==> src/rtl/key_debounce_if.sv <==
// key_debounce_if: bundles the raw pushbutton inputs and the conditioned key
// outputs of key_debounce.
//   key           raw active-low pushbuttons (driven by master)
//   key_held      debounced level, active-high
//   key_press     one-cycle pulse on accepted press
//   key_release   one-cycle pulse on accepted release
//   key_press_any OR of key_press
// master: board / testbench side, slave: key_debounce side.
interface key_debounce_if #(
    parameter int NUM_KEYS = 4
);
    logic [NUM_KEYS-1:0] key;
    logic [NUM_KEYS-1:0] key_held;
    logic [NUM_KEYS-1:0] key_press;
    logic [NUM_KEYS-1:0] key_release;
    logic                key_press_any;

    modport master (
        output key,
        input  key_held, key_press, key_release, key_press_any
    );

    modport slave (
        input  key,
        output key_held, key_press, key_release, key_press_any
    );
endinterface

==> src/rtl/key_debounce.sv <==
// key_debounce: per-key two-flop synchroniser, counter debounce and registered
// press/release pulses for active-low pushbuttons.
// Ports:
//   clk   system clock, rising edge
//   rst_n asynchronous active-low reset
//   kb    key_debounce_if slave: key in; key_held, key_press, key_release,
//         key_press_any out
// A new level is accepted after DEBOUNCE_CYCLES consecutive samples that
// differ from the current stable level; any matching sample restarts the
// count, so shorter glitches never get through.
module key_debounce #(
    parameter int NUM_KEYS        = 4,
    parameter int DEBOUNCE_CYCLES = 50000
) (
    input  logic          clk,
    input  logic          rst_n,
    key_debounce_if.slave kb
);
    localparam int CNT_W = (DEBOUNCE_CYCLES < 1) ? 1 : $clog2(DEBOUNCE_CYCLES + 1);
    localparam logic [CNT_W-1:0] TERM = CNT_W'(DEBOUNCE_CYCLES - 1);

    // Channel states: derived from (sync2 != s), no separate state register.
    localparam logic [0:0] ST_STABLE   = 1'b0;
    localparam logic [0:0] ST_COUNTING = 1'b1;

    logic [NUM_KEYS-1:0] sync1_q, sync2_q;
    logic [NUM_KEYS-1:0] s_q, s_d;
    logic [CNT_W-1:0]    cnt_q [NUM_KEYS];
    logic [CNT_W-1:0]    cnt_d [NUM_KEYS];
    logic [NUM_KEYS-1:0] held_q, held_d;
    logic [NUM_KEYS-1:0] press_q, press_d;
    logic [NUM_KEYS-1:0] release_q, release_d;
    logic                any_q, any_d;

    always_comb begin
        logic [0:0] st;
        st    = ST_STABLE;
        s_d   = s_q;
        cnt_d = cnt_q;
        for (int i = 0; i < NUM_KEYS; i++) begin
            st = (sync2_q[i] != s_q[i]) ? ST_COUNTING : ST_STABLE;
            case (st)
                ST_COUNTING: begin
                    if (cnt_q[i] == TERM) begin
                        // Accepted change: the count restarts for the next edge.
                        s_d[i]   = sync2_q[i];
                        cnt_d[i] = '0;
                    end else begin
                        cnt_d[i] = cnt_q[i] + CNT_W'(1);
                    end
                end
                default: cnt_d[i] = '0;  // match, or bounce back: restart
            endcase
        end
        // Pulses come from the stable-state transition itself so they line up
        // with key_held on the same edge.
        press_d   = s_q & ~s_d;
        release_d = ~s_q & s_d;
        held_d    = ~s_d;
        any_d     = |press_d;
    end

    always_ff @(posedge clk or negedge rst_n) begin
        if (!rst_n) begin
            sync1_q   <= '1;
            sync2_q   <= '1;
            s_q       <= '1;
            for (int i = 0; i < NUM_KEYS; i++) cnt_q[i] <= '0;
            held_q    <= '0;
            press_q   <= '0;
            release_q <= '0;
            any_q     <= 1'b0;
        end else begin
            sync1_q   <= kb.key;
            sync2_q   <= sync1_q;
            s_q       <= s_d;
            cnt_q     <= cnt_d;
            held_q    <= held_d;
            press_q   <= press_d;
            release_q <= release_d;
            any_q     <= any_d;
        end
    end

    assign kb.key_held      = held_q;
    assign kb.key_press     = press_q;
    assign kb.key_release   = release_q;
    assign kb.key_press_any = any_q;
endmodule

==> src/flat_wrapper.sv <==
// flat-port wrapper written by rule: the top's interface ports become plain ports
module key_debounce_flat 
#(
    parameter int NUM_KEYS        = 4,
    parameter int DEBOUNCE_CYCLES = 50000
)
  (clk, rst_n, kb_key, kb_key_held, kb_key_press, kb_key_release, kb_key_press_any);
  key_debounce_if #(.NUM_KEYS(NUM_KEYS)) kb_i ();
  input  logic clk;
  input  logic rst_n;
  input wire logic [$bits(kb_i.key)-1:0] kb_key;
  output wire logic [$bits(kb_i.key_held)-1:0] kb_key_held;
  output wire logic [$bits(kb_i.key_press)-1:0] kb_key_press;
  output wire logic [$bits(kb_i.key_release)-1:0] kb_key_release;
  output wire logic [$bits(kb_i.key_press_any)-1:0] kb_key_press_any;
  assign kb_i.key = kb_key;
  assign kb_key_held = kb_i.key_held;
  assign kb_key_press = kb_i.key_press;
  assign kb_key_release = kb_i.key_release;
  assign kb_key_press_any = kb_i.key_press_any;
  key_debounce #(.NUM_KEYS(NUM_KEYS), .DEBOUNCE_CYCLES(DEBOUNCE_CYCLES)) u_core (.clk(clk), .rst_n(rst_n), .kb(kb_i));
endmodule
==> config.mk <==
export PLATFORM = sky130hd
export DESIGN_NAME = key_debounce_flat
export DESIGN_NICKNAME = d
export VERILOG_FILES = /design/src/rtl/key_debounce_if.sv /design/src/rtl/key_debounce.sv /design/src/flat_wrapper.sv
export SDC_FILE = /design/constraint.sdc
export NUM_CORES = 1
export LEC_CHECK = 0
export BUFFER_PORTS_ARGS = -buffer_cell sky130_fd_sc_hd__buf_4
export CORE_MARGIN = 2
export CORE_UTILIZATION = 55
export DETAILED_ROUTE_END_ITERATION = 12
export PLACE_DENSITY = 0.75
export REMOVE_ABC_BUFFERS = 1
export SETUP_SLACK_MARGIN = 0.3
export SYNTH_ARGS = -nofsm -noshare
export SYNTH_HDL_FRONTEND = slang
export SYNTH_SLANG_ARGS = --single-unit
==> constraint.sdc <==
create_clock -name clk -period 2.1 [get_ports clk]
set_input_delay 0.315 -clock clk [delete_from_list [all_inputs] [get_ports clk]]
set_output_delay 0.315 -clock clk [all_outputs]
set_load 0.05 [all_outputs]
==> results.md <==
* Pwr Density at 695 nW/um^2
* Fill count at 519
* First-pass GRT wire length at 12,000 um
* CP Capture Type: flop
* RSZ-0062 raised after global routing: yes
* Maximum root-to-sink buffer count at 2
* Max-cap violations at 0
* Crit Path Class: flop to flop
* Top-count cell post-synth: dfrtp_1
* Commonest cells in the netlist: dfrtp_1, nor2_1, xnor2_1, nand3_1, nand4_1
* WHS Endpoint: u_core.sync1_q[1]
* Worst EP arrival at 2.24 ns
* Top Ports at 19
* Crit path time final at 1.96 ns
* Peak VDD IR at 370 uV
* Initial Util at 57.6%
* DR vias at 2,713
* Pleak at 1.87 nW
* Final setup violating endpoints at 0
* Initial antenna violation count at 0
* Die H at 88.8 um
* Cell Chain, Critical Path: or4_1 -> or4_4 -> nor2_4 -> mux2_4
* Total Routing Usage GR at 19.9%
* GPL Wtd Cong at 0.842
* Status: finished, final reports clean
* CTS sink cnt at 89
* Seq/Total Area, Yosys at 56.7%
* YS warnings at 0
* Row cnt at 30
* Hold_ws at 0.0575 ns
* Area leader, netlist: dfrtp_1
* Asr flop ratio synth at 100%
* WP depth at 4
* R2R cell count at 4
* Core area at 6870 sq um
* # DRC at 0
* Netlist cell types at 29
* Fin. Hold Viols at 0
* Reg-to-reg startpoint: u_core.cnt_q[36]
* Worst EP required at 2.38 ns
* Area Growth Syn to Fin at 15.7%
* Worst path slowest cell: or4_4
* CP startpoint kind: flop
* Placed wire-length estimate at 4690 um
* ANT cells at 0
* DR iter-0 viols at 129
* EDFF count, synth at 0
* Critical path buffer and inverter count at 0
* Fmax at 511 MHz
* Drt total wl at 6920 um
* Setup TNS at 0 ns
* Source of the worst hold timing path: kb_key[1]
* Final instance area at 4580 sq um
* Pins Over Slew Limit at 0
* Final net count at 417
* Mean Syn Cell Area at 10.8 sq um
* Number of buffers created by CTS at 9
* Least-Margin Pin Slew at 0.480 ns
* Placed inst area at 4270 sq um
* CTS tree: built
* Pre-antenna DRT Iters at 4
* Layout cells sized above 1 at 17.2%
* Via/cell ratio at 5.34
* Chip Width at 88.8 um
* R2r setup slk at 0.14 ns
* CTS clk-pin slew, worst paths at 0.09 ns
* Worst Hold Class: input pin to flop
* WL per Instance at 13.6 um
* Share of the synthesized area in the top cell type at 48.7%
* Port bufs at 18
* Synth Register Bits at 89
* Final clock skew at 0.00928 ns
* Worst-path maximum fanout at 3
* Relative slew slack at 68.0%
* Mapped Area at 3960 sq um
* R2r endpoint: u_core.s_q[1]
* Main synth FF type: dfrtp_1
* Hold depth at 1
* Gr ovfl total at 0
* Die area at 7890 sq um
* DRT antenna net count at 0
* Synth area leaders: dfrtp_1, xnor2_1, dfstp_2
* Pin count of the biggest net entering global routing at 40
* Synth Instances at 367
* Final worst-path cycle share at 93.1%
* Vias in the first global route at 2,595
* Later-pin clock latency in the skew report at 0.36 ns
* Root buffer cell: clkbuf_8
* H-tree Lvls at 3
* CP max stage delay at 0.55 ns
* CP top delay family: simple AND/OR/NAND/NOR gates
==> per-layer routing <==
| layer | wire length [um] | global-route usage, % | vias to the layer above |
|---|---|---|---|
| met3 | 256 | 5.41 | 13 |
| met2 | 3330 | 31.5 | 48 |
| met4 | 112 | 6.61 | 0 |
| li1 | - | - | 1338 |
| met5 | 0 | 0 | - |
| met1 | 3220 | 26.6 | 1314 |
==> worst max-delay path by stage <==
stage	endpoint	slack [ns]	from
2_1_floorplan	u_core.s_q[1]	0.08	u_core.cnt_q[36]
3_3_place_gp	u_core.s_q[1]	0.11	u_core.cnt_q[36]
3_5_place_dp	u_core.s_q[1]	0.1	u_core.cnt_q[36]
4_1_cts	u_core.s_q[1]	0.14	u_core.cnt_q[36]
5_1_grt	u_core.kb.key_held[1]	0.08	u_core.cnt_q[36]
6_report	u_core.s_q[1]	0.14	u_core.cnt_q[36]
==> area by class of cell <==
type                            instances  area, sq um  area share, %
Sequential cell                        89         2240           49.0
Multi-Input combinational cell        259         1660           36.2
Timing Repair Buffer                   33          275           6.01
Clock buffer                           10          138           3.01
Tap cell                               96          120           2.62
Clock inverter                          6         91.3           2.00
Inverter                               15         56.3           1.23
==> repair_timing <==
item	4_1_cts	5_1_grt
setup endpoints to repair	36	53
resized for setup	2	4
hold buffers	1	0
buffers inserted	5	1
pin swaps	3	1
endpoints found under the hold margin	33	0
==> per-stage QoR <==
stage	cells	worst slack (ns)	power [mW]	utilization, %
2_1_floorplan	363	0.0815	1.85	-
3_3_place_gp	485	0.115	1.91	62.2
3_5_place_dp	485	0.0961	1.91	62.2
4_1_cts	507	0.145	3.23	66.3
5_1_grt	508	0.0797	3.33	66.6
6_report	508	0.145	3.18	66.6
==> registers in the layout (all words and copies together), names as in the netlist <==
register and cells:
u_core.cnt_q 64, u_core.kb.key_held 4, u_core.kb.key_press 4, u_core.kb.key_release 4
u_core.s_q 4, u_core.sync1_q 4, u_core.sync2_q 4, u_core.kb.key_press_any 1
==> report_power, final <==
| group | internal [mW] | switching [mW] | total [mW] |
|---|---|---|---|
| combinational | 0.0389 | 0.0690 | 0.108 |
| clock | 0.704 | 0.595 | 1.30 |
| sequential | 1.75 | 0.0279 | 1.77 |
| total | 2.49 | 0.692 | 3.18 |
==> logic make-up (layout without fill, tap and decap cells) <==
kind of cell | after synthesis | in the layout | share of synthesized area [%]
AND/OR/NAND/NOR | 187 | 187 | 24.7
buffers and inverters | 19 | 64 | 1.99
AO/OA/AOI/OAI | 2 | 2 | 0.538
adder cells (fa/ha/maj) | 4 | 4 | 1.27
multiplexers | 6 | 6 | 1.58
flip-flops | 89 | 89 | 56.7
XOR/XNOR | 60 | 60 | 13.3
==> layout by cell type (no fill, tap or decap), drive strengths merged, types with 5 or more instances in the layout <==
master / synthesis / layout
and3: 5 / 5
buf: 1 / 32
clkbuf: 3 / 10
dfrtp: 77 / 77
dfstp: 12 / 12
inv: 15 / 15
nand2: 13 / 13
nand3: 23 / 23
nand4: 19 / 19
nor2: 75 / 75
nor3: 14 / 14
nor3b: 5 / 5
nor4: 17 / 17
nor4b: 5 / 5
xnor2: 48 / 48
xor2: 12 / 12
No activity file was read; power rests on OpenSTA's default activity.
